$ cat src/rtl/cpu_bus_rw.sv
// cpu_bus_rw: turns a read/write burst command into single-beat
// request/acknowledge transactions on a simple CPU bus.
// A write burst fetches each beat from the wr_* stream before requesting it.
// A read burst returns each beat on rd_data/rd_valid.
// Every beat's request is bounded by a timeout. On timeout the rest of the burst
// is dropped and done+err are pulsed.
//
// Ports
//   clk, rst_n            clock, synchronous active-low reset
//   cmd_valid/cmd_ready   command handshake
//   cmd_write             1 = write burst, 0 = read burst
//   cmd_addr              start address
//   cmd_len               beats minus one
//   wr_data/wr_valid/     write beat stream
//   wr_ready
//   rd_data/rd_valid      read beat data, one-cycle pulse per beat
//   bus_req/bus_we/       bus request side
//   bus_addr/bus_wdata
//   bus_ack/bus_rdata     bus response side
//   done                  one-cycle end-of-burst pulse
//   err                   one-cycle timeout pulse, always together with done
module cpu_bus_rw #(
    parameter int unsigned WORD_WIDTH = 32,
    parameter int unsigned ADDR_WIDTH = 32,
    parameter int unsigned LEN_WIDTH  = 4,
    parameter int unsigned ADDR_STEP  = 4,
    parameter int unsigned TIMEOUT    = 255
) (
    input  logic                  clk,
    input  logic                  rst_n,
    input  logic                  cmd_valid,
    output logic                  cmd_ready,
    input  logic                  cmd_write,
    input  logic [ADDR_WIDTH-1:0] cmd_addr,
    input  logic [LEN_WIDTH-1:0]  cmd_len,
    input  logic [WORD_WIDTH-1:0] wr_data,
    input  logic                  wr_valid,
    output logic                  wr_ready,
    output logic [WORD_WIDTH-1:0] rd_data,
    output logic                  rd_valid,
    output logic                  bus_req,
    output logic                  bus_we,
    output logic [ADDR_WIDTH-1:0] bus_addr,
    output logic [WORD_WIDTH-1:0] bus_wdata,
    input  logic                  bus_ack,
    input  logic [WORD_WIDTH-1:0] bus_rdata,
    output logic                  done,
    output logic                  err
);

    // Counter must be able to hold TIMEOUT itself.
    localparam int unsigned CNT_W = (TIMEOUT < 1) ? 1 : $clog2(TIMEOUT + 1);

    typedef enum logic [2:0] {
        S_IDLE  = 3'd0,
        S_FETCH = 3'd1,
        S_REQ   = 3'd2,
        S_GAP   = 3'd3,
        S_DONE  = 3'd4,
        S_ERR   = 3'd5
    } state_t;

    state_t               state;
    state_t               state_next;
    logic [LEN_WIDTH-1:0] remaining;
    logic [CNT_W-1:0]     tmo_cnt;

    logic accept;
    logic wr_take;
    logic ack_hit;
    logic timeout_hit;

    logic cmd_ready_d;
    logic wr_ready_d;
    logic bus_req_d;
    logic done_d;
    logic err_d;

    // Handshake and bus events qualified by the current state.
    assign accept      = (state == S_IDLE) && cmd_ready && cmd_valid;
    assign wr_take     = (state == S_FETCH) && wr_ready && wr_valid;
    assign ack_hit     = (state == S_REQ) && bus_ack;
    // This is the last permitted wait cycle. An ack arriving in the same cycle still wins.
    assign timeout_hit = (state == S_REQ) && !bus_ack
                         && (tmo_cnt == CNT_W'(TIMEOUT - 1));

    // State register
    always_ff @(posedge clk) begin
        if (!rst_n) begin
            state <= S_IDLE;
        end else begin
            state <= state_next;
        end
    end

    // Next-state logic
    always_comb begin
        state_next = state;
        unique case (state)
            S_IDLE: begin
                if (accept) begin
                    state_next = cmd_write ? S_FETCH : S_REQ;
                end
            end
            S_FETCH: begin
                if (wr_take) begin
                    state_next = S_REQ;
                end
            end
            S_REQ: begin
                if (ack_hit) begin
                    state_next = (remaining == '0) ? S_DONE : S_GAP;
                end else if (timeout_hit) begin
                    state_next = S_ERR;
                end
            end
            S_GAP:   state_next = bus_we ? S_FETCH : S_REQ;
            S_DONE:  state_next = S_IDLE;
            S_ERR:   state_next = S_IDLE;
            default: state_next = S_IDLE;
        endcase
    end

    // Output decode. Bus-side and wr_ready use the next state, so the registered
    // values line up with the state itself. done/err/cmd_ready use the current
    // state, so they appear one cycle after DONE/ERR.
    always_comb begin
        cmd_ready_d = 1'b0;
        wr_ready_d  = 1'b0;
        bus_req_d   = 1'b0;
        done_d      = 1'b0;
        err_d       = 1'b0;
        // cmd_ready must drop as soon as a command is taken, and must not rise
        // before IDLE has been reached.
        cmd_ready_d = (state == S_IDLE) && (state_next == S_IDLE);
        wr_ready_d  = (state_next == S_FETCH);
        bus_req_d   = (state_next == S_REQ);
        done_d      = (state == S_DONE) || (state == S_ERR);
        err_d       = (state == S_ERR);
    end

    // Registered control outputs
    always_ff @(posedge clk) begin
        if (!rst_n) begin
            cmd_ready <= 1'b0;
            wr_ready  <= 1'b0;
            bus_req   <= 1'b0;
            done      <= 1'b0;
            err       <= 1'b0;
        end else begin
            cmd_ready <= cmd_ready_d;
            wr_ready  <= wr_ready_d;
            bus_req   <= bus_req_d;
            done      <= done_d;
            err       <= err_d;
        end
    end

    // Burst datapath: address, beat count, write data and read return
    always_ff @(posedge clk) begin
        if (!rst_n) begin
            bus_we    <= 1'b0;
            bus_addr  <= '0;
            bus_wdata <= '0;
            remaining <= '0;
            rd_data   <= '0;
            rd_valid  <= 1'b0;
        end else begin
            if (accept) begin
                bus_we    <= cmd_write;
                bus_addr  <= cmd_addr;
                remaining <= cmd_len;
            end
            if (wr_take) begin
                bus_wdata <= wr_data;
            end
            if (ack_hit) begin
                // Address arithmetic wraps naturally at the width of bus_addr.
                bus_addr <= bus_addr + ADDR_WIDTH'(ADDR_STEP);
                if (remaining != '0) begin
                    remaining <= remaining - LEN_WIDTH'(1);
                end
            end
            rd_valid <= ack_hit && !bus_we;
            if (ack_hit && !bus_we) begin
                rd_data <= bus_rdata;
            end
        end
    end

    // Wait counter: runs only while a request is outstanding.
    always_ff @(posedge clk) begin
        if (!rst_n) begin
            tmo_cnt <= '0;
        end else if ((state == S_REQ) && !bus_ack) begin
            tmo_cnt <= tmo_cnt + CNT_W'(1);
        end else begin
            tmo_cnt <= '0;
        end
    end

endmodule

$ cat config.mk
export PLATFORM = sky130hd
export DESIGN_NAME = cpu_bus_rw
export DESIGN_NICKNAME = d
export VERILOG_FILES = /design/src/rtl/cpu_bus_rw.sv
export SDC_FILE = /design/constraint.sdc
export NUM_CORES = 1
export LEC_CHECK = 0
export CELL_PAD_IN_SITES_DETAIL_PLACEMENT = 1
export CELL_PAD_IN_SITES_GLOBAL_PLACEMENT = 2
export CORE_ASPECT_RATIO = 1.25
export CORE_MARGIN = 3
export CORE_UTILIZATION = 24
export CTS_BUF_LIST = sky130_fd_sc_hd__clkbuf_4
export DETAILED_ROUTE_END_ITERATION = 7
export GPL_TIMING_DRIVEN = 0
export HOLD_SLACK_MARGIN = 0.12
export PLACE_DENSITY = 0.89
export SLEW_MARGIN = 40
export SYNTH_ARGS = -nofsm -noshare
export SYNTH_HDL_FRONTEND = slang
export SYNTH_SLANG_ARGS = --single-unit
$ cat constraint.sdc
create_clock -name clk -period 2.53 [get_ports clk]
set_input_delay 0.3795 -clock clk [delete_from_list [all_inputs] [get_ports clk]]
set_output_delay 0.3795 -clock clk [all_outputs]
set_load 0.05 [all_outputs]
==> results.toml <==
[run_status]
status = "finished, final reports clean"

[global_route]
grt_max_degree = 17
grt_pass1_vias = 5681
antenna_found_initial = 1
globalRoute.totalOverflow = 0
track_usage_pct = 17.44
grt_pass1_wl_mm = 31.24

[floorplanning]
start_util_pct = 24.79
die_area_mm2 = 0.02293
core_mm2 = 0.02046
std_cell_rows = 58
die_x_um = 136.0
ios = 209
fp.dieH_um = 168.5

[clocking]
cts.path.max_buffers = 2
clock-sinks = 118
clk_pin_slew_ns = 0.11
root_buffer = "clkbuf_4"
worstSkewPairLatency_ns = 0.54
cts_buffers = 17
cts_tree = "done"
h-tree-depth = 4

[hold_path]
hold_class = "input pin to register"

[drt]
vias = 5621
post_drt_wl_per_cell_um = 17.54
drc = 0
dr.pass1.iters = 4
postRouteAntennaNets = 0
drt_first_iter_violations = 212
via_per_inst = 4.901
wl_mm = 20.12

[sta]
hold_viol = 0
worst_pin_slew_ns = 0.7626
fin_ws_ns = 0.2077
min_period_ns = 2.322
fmax_ghz = 0.4306
fin_crit_sh_pct = 91.79
finalSetupViolCount = 0
rsz0062_at_grt = "false"
slew_violations = 0
fin_hold_ws_ns = 0.3783
finalClockSkew_ns = 0.02132
slew-limit-headroom_pct = 49.16

[finish]
drive_gt1_share_pct = 4.795
final_area_mm2 = 0.007779
area_growth_pct = 53.35
fin_util_pct = 38.01
fin_cells = 1147
nets = 974
fill_cells = 2500

[run]
cap_violations = 0

[synth]
synth.largest_area_cell = "dfxtp_1"
synthFlopType = "dfxtp_1"
postSynthAreaPerCell_um2 = 7.963
yosysUniqueCellTypes = 51
ys_ff_latch = 118
synth_common_cells = "167 x nand2_1, 118 x dfxtp_1, 82 x a21oi_1"
async_flop_share_pct = 0
synth_area_leaders = "dfxtp_1 47%, nand2_1 12%, a21oi_1 8.1%, clkbuf_1 3.0%, a31oi_1 2.5%"
syn_area_mm2 = 0.005072
synth.most_common_cell = "nand2_1"
synth_edf_count = 0
yosysSeqAreaShare_pct = 46.57
yosys_warnings = 0
syn_nets = 747
synthCells = 637
synth_top_cell_area_share_pct = 46.57

[placed_design]
place_inst = 1115
portBuffers = 208
dpl.hpwl_mm = 15.18
gp_congestion = 0.7880
place_ws_ns = -0.2744
placed_area_mm2 = 0.007496

[setup_path]
cpPeakStageDelay_ns = 0.87
critPathCaptureType = "output port"
crit_chain = "clkdlybuf4s50_1"
critPathLaunchType = "register"
worstPathMaxFanout = 9
required_ns = 2.15
crit_slowest_cell = "clkdlybuf4s50_1"
critPathTopFamily = "buffers and inverters"
crit_type = "register to output port"
crit_buf_inv = 1
critPathArrivalTime_ns = 1.94

[power_and_ir_drop]
pwr_density_cell_mw_per_mm2 = 565.9
vdd.ir_drop.worst_uv = 250.2
leakage_nw = 2.492
placed cells by master, fill, tap and decap left out, types with 5 or more instances in the layout:
cell type,netlist,layout
clkbuf_1,41,38
nand2_1,167,167
and3_1,6,6
dfxtp_1,118,118
o21ai_0,13,13
or3_1,10,10
and2_1,8,8
clkbuf_4,0,18
nor4_1,9,9
clkinv_1,0,5
a22oi_1,10,10
a31oi_1,20,20
or4_1,10,10
o211ai_1,8,8
inv_1,5,5
nand4_1,9,9
nand3_1,25,25
nor3_1,8,8
clkdlybuf4s50_1,0,208
nor2_1,22,21
a21oi_1,82,81
metrics by stage:
step	power, mW	setup TNS [ns]
5_1_grt	4.627	0
6_report	4.402	0
3_5_place_dp	3.030	-7.330
2_1_floorplan	2.570	0
3_3_place_gp	3.019	-8.166
4_1_cts	4.473	0
timing repair:
item,CTS,global route
endpoints found under the setup margin,16,7
setup buffers,0,0
resized for setup,2,4
hold buffers,0,0
final cells by class:
type	count	area (µm²)	area share, %
multi-input cells	472	2532	32.56
flip-flops and latches	118	2362	30.37
repair buffers	208	2082	26.77
well taps	270	337.8	4.343
plain buffers	42	168.9	2.171
clock inverters	13	138.9	1.785
clock buffers	18	135.1	1.737
inverters	5	18.77	0.2413
diodes	1	2.502	0.03217
worst paths after layout:
check / start / endpoint / slack (ns) / cells past startpoint
worst max register to register: state[1] / remaining[2] / 0.23 / 6
worst max-delay path: bus_addr[2] / bus_addr[2] / 0.21 / 1
worst min-delay path: wr_data[19] / bus_wdata[19] / 0.38 / 3
worst min register to register: bus_wdata[19] / bus_wdata[19] / 0.46 / 2
report_power, final:
group          internal, mW  switching, mW  leakage, nW  total (mW)
Clock                 0.668          0.745        0.145        1.41
Sequential             1.94          0.105        0.954        2.04
Combinational         0.382          0.565         1.39       0.947
registers in the layout, summed over array words and instances (netlist names):
name / flops
bus_addr: 32
err: 1
done: 1
tmo_cnt: 8
remaining: 4
bus_wdata: 32
rd_valid: 1
cmd_ready: 1
bus_req: 1
state: 3
wr_ready: 1
rd_data: 32
bus_we: 1
layer usage:
metal  track usage [%]  share of wire [%]
met2             29.64                 49
met1             20.27                 40
met4             7.234                3.0
met5                 0                  0
met3             5.321                7.5
cells by family (layout without fill, tap and decap cells):
family / Yosys count / in the layout / synth area share (%)
multiplexers: 1 / 1 / 0.1973
XOR/XNOR: 8 / 8 / 1.381
other: 0 / 1 / 0
AND/OR/NAND/NOR: 297 / 297 / 27.73
adder cells (fa/ha/maj): 4 / 4 / 0.9867
buffers and inverters: 47 / 286 / 3.626
AO/OA/AOI/OAI: 162 / 162 / 19.51
flip-flops: 118 / 118 / 46.57
(Power assumes the default switching activity.)
